[config.mk]
export PLATFORM = sky130hd
export DESIGN_NAME = rs_cdb_wakeup_flat
export DESIGN_NICKNAME = d
export VERILOG_FILES = /design/src/rtl/rs_cdb_wakeup_pkg.sv /design/src/rtl/rs_cdb_wakeup_if.sv /design/src/rtl/psel_gen.sv /design/src/rtl/rs_cdb_wakeup.sv /design/src/flat_wrapper.sv
export SDC_FILE = /design/constraint.sdc
export NUM_CORES = 1
export LEC_CHECK = 0
export ABC_AREA = 0
export CORE_ASPECT_RATIO = 1.5
export CORE_MARGIN = 2
export CORE_UTILIZATION = 36
export CTS_CLUSTER_DIAMETER = 200
export DETAILED_ROUTE_END_ITERATION = 10
export HOLD_SLACK_MARGIN = 0.06
export MAX_ROUTING_LAYER = met4
export PLACE_DENSITY_LB_ADDON = 0.1
export SLEW_MARGIN = 10
export SYNTH_ARGS = -nofsm -noshare
export SYNTH_HDL_FRONTEND = slang
export SYNTH_HIERARCHICAL = 1
export SYNTH_SLANG_ARGS = --single-unit
[constraint.sdc]
create_clock -name clock -period 5.71 [get_ports clock]
set_input_delay 1.142 -clock clock [delete_from_list [all_inputs] [get_ports clock]]
set_output_delay 1.142 -clock clock [all_outputs]
set_load 0.05 [all_outputs]
[src/rtl/rs_cdb_wakeup_pkg.sv]
// Shared types for the CDB-snooping reservation station: entry layouts, tag width,
// dispatch/CDB lane count, and the tag-match helper used for wakeup and bypass.
package rs_cdb_wakeup_pkg;
    localparam int N          = 3;
    localparam int PHYS_TAG_W = 6;
    localparam int PAYLOAD_W  = 16;

    typedef struct packed {
        logic [PHYS_TAG_W-1:0] dest_tag;
        logic [PHYS_TAG_W-1:0] src1_tag;
        logic                  src1_ready;
        logic [PHYS_TAG_W-1:0] src2_tag;
        logic                  src2_ready;
        logic [PAYLOAD_W-1:0]  payload;
    } RS_ENTRY;

    typedef struct packed {
        logic                  valid;
        logic [PHYS_TAG_W-1:0] tags;
    } CDB_ENTRY;

    function automatic logic tag_hit(input logic [PHYS_TAG_W-1:0] tag,
                                     input CDB_ENTRY [N-1:0]      cdb);
        tag_hit = 1'b0;
        for (int l = 0; l < N; l++) begin
            if (cdb[l].valid && (cdb[l].tags == tag)) begin
                tag_hit = 1'b1;
            end
        end
    endfunction
endpackage

[src/rtl/rs_cdb_wakeup_if.sv]
// Dispatch, CDB snoop and issue handshake bundle of the reservation station;
// master is the upstream/FU side, slave is the station itself.
interface rs_cdb_wakeup_if import rs_cdb_wakeup_pkg::*; #(
    parameter int DEPTH = 8
);
    localparam int FC_W = $clog2(DEPTH + 1);

    logic     [N-1:0]    disp_valid;
    RS_ENTRY  [N-1:0]    disp_entry;
    CDB_ENTRY [N-1:0]    cdb_input;
    logic                squash;
    logic     [FC_W-1:0] free_count;
    logic                issue_valid;
    RS_ENTRY             issue_entry;
    logic                issue_ready;
    logic                overflow;

    modport master (
        output disp_valid, disp_entry, cdb_input, squash, issue_ready,
        input  free_count, issue_valid, issue_entry, overflow
    );

    modport slave (
        input  disp_valid, disp_entry, cdb_input, squash, issue_ready,
        output free_count, issue_valid, issue_entry, overflow
    );
endinterface

[src/rtl/psel_gen.sv]
// Priority selector: grant k is the k-th lowest set bit of req (zero when fewer exist).
// Purely combinational, zero latency; no flow control.
module psel_gen #(
    parameter int WIDTH = 8,
    parameter int REQS  = 1
) (
    input  logic [WIDTH-1:0]            req,
    output logic [REQS-1:0][WIDTH-1:0]  gnt_bus
);
    localparam logic [WIDTH-1:0] ONE = WIDTH'(1);

    logic [WIDTH-1:0] rem;

    always_comb begin
        rem     = req;
        gnt_bus = '0;
        for (int r = 0; r < REQS; r++) begin
            gnt_bus[r] = rem & ~(rem - ONE);
            rem        = rem & ~gnt_bus[r];
        end
    end
endmodule

[src/rtl/rs_cdb_wakeup.sv]
// Reservation station: N-wide dispatch, N-lane CDB wakeup, one valid/ready issue per cycle.
// Dispatch/wakeup take effect next cycle; presentation may move to a lower slot while issue_ready is low.
module rs_cdb_wakeup import rs_cdb_wakeup_pkg::*; #(
    parameter int DEPTH = 8
) (
    input logic            clock,
    input logic            reset,
    rs_cdb_wakeup_if.slave rs
);
    localparam int FC_W = $clog2(DEPTH + 1);

    logic    [DEPTH-1:0]        busy, busy_n;
    RS_ENTRY [DEPTH-1:0]        slot, slot_n;
    logic    [N-1:0][DEPTH-1:0] alloc_gnt;
    logic    [N-1:0][DEPTH-1:0] lane_gnt;
    logic    [0:0][DEPTH-1:0]   issue_gnt;
    logic    [DEPTH-1:0]        cand;
    logic    [FC_W-1:0]         free_cnt, n_valid;
    RS_ENTRY                    issue_sel;
    logic                       overflow_q, issue_fire;

    psel_gen #(.WIDTH(DEPTH), .REQS(N)) u_alloc_sel (.req(~busy), .gnt_bus(alloc_gnt));
    psel_gen #(.WIDTH(DEPTH), .REQS(1)) u_issue_sel (.req(cand),  .gnt_bus(issue_gnt));

    always_comb begin
        free_cnt = FC_W'(DEPTH);
        cand     = '0;
        for (int i = 0; i < DEPTH; i++) begin
            free_cnt = free_cnt - FC_W'(busy[i]);
            cand[i]  = busy[i] & slot[i].src1_ready & slot[i].src2_ready;
        end
    end

    always_comb begin
        issue_sel = '0;
        for (int i = 0; i < DEPTH; i++) begin
            if (issue_gnt[0][i]) issue_sel = slot[i];
        end
    end

    assign rs.issue_valid = (|cand) & ~rs.squash;
    assign rs.issue_entry = issue_sel;
    assign rs.free_count  = free_cnt;
    assign rs.overflow    = overflow_q;
    assign issue_fire     = rs.issue_valid & rs.issue_ready;

    // Valid lanes take grants in order; lanes ranked past the free count get an empty grant.
    always_comb begin
        int rank;
        rank     = 0;
        lane_gnt = '0;
        for (int k = 0; k < N; k++) begin
            if (rs.disp_valid[k]) begin
                lane_gnt[k] = alloc_gnt[rank];
                rank++;
            end
        end
        n_valid = FC_W'(rank);
    end

    always_comb begin
        busy_n = busy;
        slot_n = slot;
        for (int s = 0; s < DEPTH; s++) begin
            if (busy[s]) begin
                slot_n[s].src1_ready = slot[s].src1_ready | tag_hit(slot[s].src1_tag, rs.cdb_input);
                slot_n[s].src2_ready = slot[s].src2_ready | tag_hit(slot[s].src2_tag, rs.cdb_input);
            end
        end
        if (issue_fire) busy_n = busy_n & ~issue_gnt[0];
        // Allocation only ever targets slots free before this edge, so it never meets the issued slot.
        for (int k = 0; k < N; k++) begin
            for (int s = 0; s < DEPTH; s++) begin
                if (lane_gnt[k][s]) begin
                    slot_n[s]            = rs.disp_entry[k];
                    slot_n[s].src1_ready = rs.disp_entry[k].src1_ready
                                         | tag_hit(rs.disp_entry[k].src1_tag, rs.cdb_input);
                    slot_n[s].src2_ready = rs.disp_entry[k].src2_ready
                                         | tag_hit(rs.disp_entry[k].src2_tag, rs.cdb_input);
                    busy_n[s]            = 1'b1;
                end
            end
        end
        if (rs.squash) busy_n = '0;
    end

    always_ff @(posedge clock or negedge reset) begin
        if (!reset) begin
            busy       <= '0;
            slot       <= '0;
            overflow_q <= 1'b0;
        end else begin
            busy       <= busy_n;
            slot       <= slot_n;
            overflow_q <= overflow_q | (n_valid > free_cnt);
        end
    end
endmodule

[src/flat_wrapper.sv]
// flat-port wrapper written by rule: the top's interface ports become plain ports
module rs_cdb_wakeup_flat import rs_cdb_wakeup_pkg::*;
#(
    parameter int DEPTH = 8
)
  (clock, reset, rs_disp_valid, rs_disp_entry, rs_cdb_input, rs_squash, rs_issue_ready, rs_free_count, rs_issue_valid, rs_issue_entry, rs_overflow);
  rs_cdb_wakeup_if #(.DEPTH(DEPTH)) rs_i ();
  input logic clock;
  input logic reset;
  input wire logic [$bits(rs_i.disp_valid)-1:0] rs_disp_valid;
  input wire logic [$bits(rs_i.disp_entry)-1:0] rs_disp_entry;
  input wire logic [$bits(rs_i.cdb_input)-1:0] rs_cdb_input;
  input wire logic [$bits(rs_i.squash)-1:0] rs_squash;
  input wire logic [$bits(rs_i.issue_ready)-1:0] rs_issue_ready;
  output wire logic [$bits(rs_i.free_count)-1:0] rs_free_count;
  output wire logic [$bits(rs_i.issue_valid)-1:0] rs_issue_valid;
  output wire logic [$bits(rs_i.issue_entry)-1:0] rs_issue_entry;
  output wire logic [$bits(rs_i.overflow)-1:0] rs_overflow;
  assign rs_i.disp_valid = rs_disp_valid;
  assign rs_i.disp_entry = rs_disp_entry;
  assign rs_i.cdb_input = rs_cdb_input;
  assign rs_i.squash = rs_squash;
  assign rs_i.issue_ready = rs_issue_ready;
  assign rs_free_count = rs_i.free_count;
  assign rs_issue_valid = rs_i.issue_valid;
  assign rs_issue_entry = rs_i.issue_entry;
  assign rs_overflow = rs_i.overflow;
  rs_cdb_wakeup #(.DEPTH(DEPTH)) u_core (.clock(clock), .reset(reset), .rs(rs_i));
endmodule
# After elaboration in Yosys (flattened, before gate mapping)
# Index checks and enable logic that the tools add are counted.
# totals
register_bits,297
input_bits,136
output_inout_bits,42
wordCells,546
# op_classes
addsub,14
magnitude_cmp,3
eq_ne,66
mux,216
bitwise,99
reduce_logical,91
# op_table
operator,n
two-way mux 36 bit,32
equality test 6 bit,66
two-way mux 1 bit,171
two-way mux 8 bit,9
logical AND 1 bit,66
OR 1 bit,65
inverter 8 bit,8
bitwise AND 8 bit,7
nonzero test 5 bit,8
binary-select mux 8 bit (select 2 bit),2
nonzero test 4 bit,8
"subtractor 8 x 1 -> 8 bit, second input constant",4
subtractor 4 x 1 -> 4 bit,7
nonzero test 3 bit,8
bitwise AND 1 bit,18
OR reduction 8 bit,1
"adder 4 x 2 -> 4 bit, second input constant",1
greater-than comparator 4 bit,1
two-way mux 4 bit,1
"subtractor 4 x 1 -> 4 bit, first input constant",1
"less-than comparator 1 x 3 -> 1 bit, second input constant",1
"less-than comparator 2 x 3 -> 1 bit, second input constant",1
"adder 1 x 1 -> 2 bit, second input constant",1
two-way mux 2 bit,1
inverter 1 bit,1

# Depth between registers and ports, before layout
# logic_depth
ltp_word,22
mapped_depth,15
depth_no_buf,13

# Cells and area by module
# Netlist, hierarchy kept.
# by_module_without_submodules
module,n_inst,cells_per_inst,area_each_um2,seq_area_each_um2
rs_cdb_wakeup,1,2905,23958.0,7432.1
psel_gen (u_core.u_alloc_sel),1,100,653.1,0.0
psel_gen (u_core.u_issue_sel),1,11,112.6,0.0

# Least setup slack after synthesis
# No wires, ideal clock.
# synth_path
kind,register to output
startpoint,reg u_core.busy[3]
endpoint,out rs_issue_entry[10]
arrival_ps,2965
required_ps,4568
setup_slack_ps,1603
stages_incl_launch_ff,9
path_buffers,1
cell_sequence,dfrtp_1 -> and3_1 -> or4_4 -> nor3b_2 -> inv_1 -> nor2_1 -> clkbuf_1 -> a22oi_1 -> o221ai_1
# synth_lines
item,line,source
start: declaration,rs_cdb_wakeup.sv:12,"logic [DEPTH-1:0] busy, busy_n;"
start signal: assignment,rs_cdb_wakeup.sv:93,busy <= busy_n;
end: declaration,flat_wrapper.sv:17,output wire logic [$bits(rs_i.issue_entry)-1:0] rs_issue_entry;

==> key figures <==
Worst setup path
  • Endpoint class of the critical path: primary output
  • CP peak stage delay: 900 ps
  • Crit path max fanout: 14
  • Worst path required time: 4570 ps
  • Cells along the critical path: and3_1 -> or4_4 -> nor4_4 -> nor2_4 -> o221ai_1 -> o221ai_1 -> clkdlybuf4s50_1
  • Worst path depth: 7
  • Critical path class: register to primary output
  • Top delay family on crit path: simple AND/OR/NAND/NOR gates
  • Worst reg-to-reg path cell count: 9
  • CP startpoint kind: register
  • CP max stage cell: nor4_4
  • Crit path DAT: 4250 ps
  • Most used cell along the critical path: o221ai_1
  • Critical path buffer and inverter count: 1

Detailed routing
  • Routed wire length: 129,000 um
  • DR iter-0 viols: 3,614
  • Via density per instance: 6.76
  • Post-route ant nets: 0
  • DR pass1 iterations: 7
  • DRC violations left: 0
  • WL per Instance: 33.9 um
  • DR vias: 25,734

Power
  • Power density over cell area: 372 nW/um^2
  • Worst vdd ir: 0.240 mV
  • Leak Pwr: 0.0107 uW
  • Tot Pwr: 10,300 uW

Finish
  • Multi-input combinational cell area: 15,000 um^2
  • Layout Nets: 3,032
  • Fillers: 6,840
  • Layout area overhead: 12.4%
  • Register area: 7430 um^2
  • Design Area, Final: 27,800 um^2
  • Share of cells above drive strength 1: 0.102

GRT
  • Vias in the first global route: 25,206
  • First-pass GRT wire length: 184,000 um
  • GR Overflow Total: 0
  • Busiest grt layer: met2
  • GR Util met2: 0.591
  • Grt met3 use: 0.0591
  • Met1 usage: 0.418
  • Largest net degree at the start of global routing: 100
  • Initial antenna violation count: 5
  • Global Route Usage Sum: 0.364

Clock network
  • CTS tree: built
  • H-tree depth: 2
  • Deepest clock path buffer count: 3
  • Clock insertion delay at the later pin of the skew report: 580 ps
  • Hold buffer count at cts: 0
  • CTS clk-pin slew, worst paths: 60 ps
  • Clk sinks: 297
  • Post-CTS setup buffers: 0
  • Root Buffer: clkbuf_16
  • Total CTS buffers: 36
  • PostCTS Resize Cnt: 0

Floorplanning
  • Die Area: 70,800 um^2
  • Die X-Extent: 218 um
  • Die Ht: 325 um
  • Core ar.: 67,900 um^2
  • Starting Density: 0.364
  • Row cnt: 117
  • Boundary Pins: 178

Status
  • Status: finished, final reports clean

Timing
  • Final setup violation count: 0
  • Final period utilization: 0.945
  • Setup TNS: 0 ps
  • Slew HR: 0.0965
  • Slew Limit Fails: 0
  • Fin crit period: 5400 ps
  • Clock skew: 29.1 ps
  • Fmax: 185 MHz
  • RSZ-0062 raised after global routing: no
  • Final Hold Viols: 0
  • Worst-Margin Slew: 1350 ps

Min path
  • Hold Crit Class: register to register
  • Hold depth: 2

Synthesis
  • Netlist cell types: 83
  • Mapped Area: 24,700 um^2
  • Mapped Cells: 3,016
  • FFs w/ async S/R, synth: 1.00
  • Ys Warns: 6
  • #FFs+latches synth: 297
  • Ys flop type: dfrtp_1
  • Syn avg cell area: 8.20 um^2
  • Post-synth EDFFs: 0
  • Seq/Total Area, Yosys: 0.301

Place
  • Routability cong.: 0.983
  • Hpwl dp: 83,700 um
  • Post-DP Area: 26,600 um^2
  • PortBufs: 177

Run
  • Max cap viols: 0
## per-stage QoR
step / instances / worst slack (ps) / hold slack [ps] / util
finish: 3806 / 315 / 482 / 0.409
detailed placement: 3737 / 1040 / 470 / 0.391
global placement: 3736 / 1160 / 462 / 0.391
global route: 3806 / 293 / 504 / 0.409
floorplan: 3018 / 1600 / 449 / -
CTS: 3802 / 412 / 483 / 0.409
## power by group
group	total, uW	leakage, uW	switching [uW]	internal [uW]
clock	2470	0.000593	1040	1430
sequential	3590	0.00376	827	2770
combinational	4290	0.00633	2560	1720
## synthesized netlist by cell type, types with 10 or more instances
| cell | instances | area, um^2 |
|---|---|---|
| nor2_1 | 346 | 1300 |
| dfrtp_1 | 297 | 7430 |
| nand2_1 | 252 | 946 |
| clkbuf_1 | 219 | 822 |
| xor2_1 | 202 | 1770 |
| xnor2_1 | 201 | 1760 |
| a221oi_1 | 200 | 1750 |
| a21oi_1 | 159 | 796 |
| o21ai_0 | 137 | 686 |
| buf_2 | 122 | 611 |
| a222oi_1 | 73 | 731 |
| o221ai_1 | 72 | 631 |
| nand4_1 | 66 | 413 |
| o21ai_1 | 60 | 300 |
| nor4_1 | 55 | 344 |
| buf_1 | 51 | 191 |
| a22oi_1 | 48 | 360 |
| buf_6 | 48 | 541 |
| nor3_1 | 40 | 200 |
| a211oi_1 | 38 | 285 |
| and3_1 | 27 | 169 |
| inv_1 | 27 | 101 |
| a221o_1 | 22 | 220 |
| mux2i_1 | 16 | 160 |
| and2_1 | 15 | 93.8 |
| nand2b_1 | 14 | 87.6 |
| nand3b_1 | 14 | 105 |
| buf_4 | 13 | 97.6 |
| clkbuf_2 | 13 | 65.1 |
| a31oi_1 | 12 | 75.1 |
| a311o_1 | 11 | 110 |
| o21a_1 | 11 | 82.6 |
| o32ai_1 | 11 | 96.3 |
| nor4_2 | 10 | 125 |
## placed cells by master, fill, tap and decap left out, drive strengths merged, types with 13 or more instances in the layout
cell           instances
buf                  158
o21ai                198
nand3b                14
a22oi                 49
nor2                 349
a222oi                73
a221o                 22
o41ai                 13
a31oi                 13
clkdlybuf4s50        143
a221oi               200
clkbuf                51
and3                  27
nand2b                14
nand4                 66
xor2                 202
mux2i                 16
o221ai                72
inv                   31
and2                  15
nor3                  40
nand2                253
nor4                  70
xnor2                201
dfrtp                297
a21oi                160
a211oi                41
## final timing paths
kind / end / slack (ps) / from
min: u_core/slot[115]$_DFFE_PN0P_ / 480 / u_core/slot[115]$_DFFE_PN0P_
max reg2reg: u_core/slot[198]$_DFFE_PN0P_ / 1550 / u_core/busy[3]$_DFFE_PN0P_
min in group asynchronous: u_core/slot[261]$_DFFE_PN0P_ / 560 / reset
max in group asynchronous: u_core/slot[240]$_DFFE_PN0P_ / 3940 / reset
min reg2reg: u_core/slot[115]$_DFFE_PN0P_ / 480 / u_core/slot[115]$_DFFE_PN0P_
max: rs_issue_entry[22] / 310 / u_core/busy[3]$_DFFE_PN0P_
## state kept, by name (all words and copies together) (netlist names)
register,flops
u_core/slot,288
u_core/busy,8
u_core/rs.overflow,1
## layer usage
metal	routed length (um)	share of wire
met3	10900	0.085
met4	8650	0.067
met5	0	0
met2	62200	0.48
met1	47200	0.37
## logic make-up after synthesis
| logic type | share of synthesized area |
|---|---|
| AOI/OAI and AO/OA | 0.268 |
| xor gates and xnor gates | 0.143 |
| adders and majority gates | 0.00820 |
| buffers and inverters | 0.104 |
| DFF | 0.301 |
| muxes | 0.00784 |
| other | 0.000152 |
| and+or+nand+nor | 0.168 |
## worst register-to-register path: cells and delay by family (launching register included)
family | cells | cell delay [ps]
compound gates | 3 | 760
buf+inv | 2 | 840
flops | 1 | 470
mux | 1 | 140
simple gates | 3 | 1860
## final cells by class
class                   count  area share
clock buffers              51      0.0362
clock inverters            14     0.00743
multi-input cells        2218       0.540
inverters                  29     0.00392
well taps                 892      0.0402
flip-flops and latches    297       0.267
repair buffers            301       0.104
diodes                      4    0.000360
No activity file was read; power rests on OpenSTA's default activity.
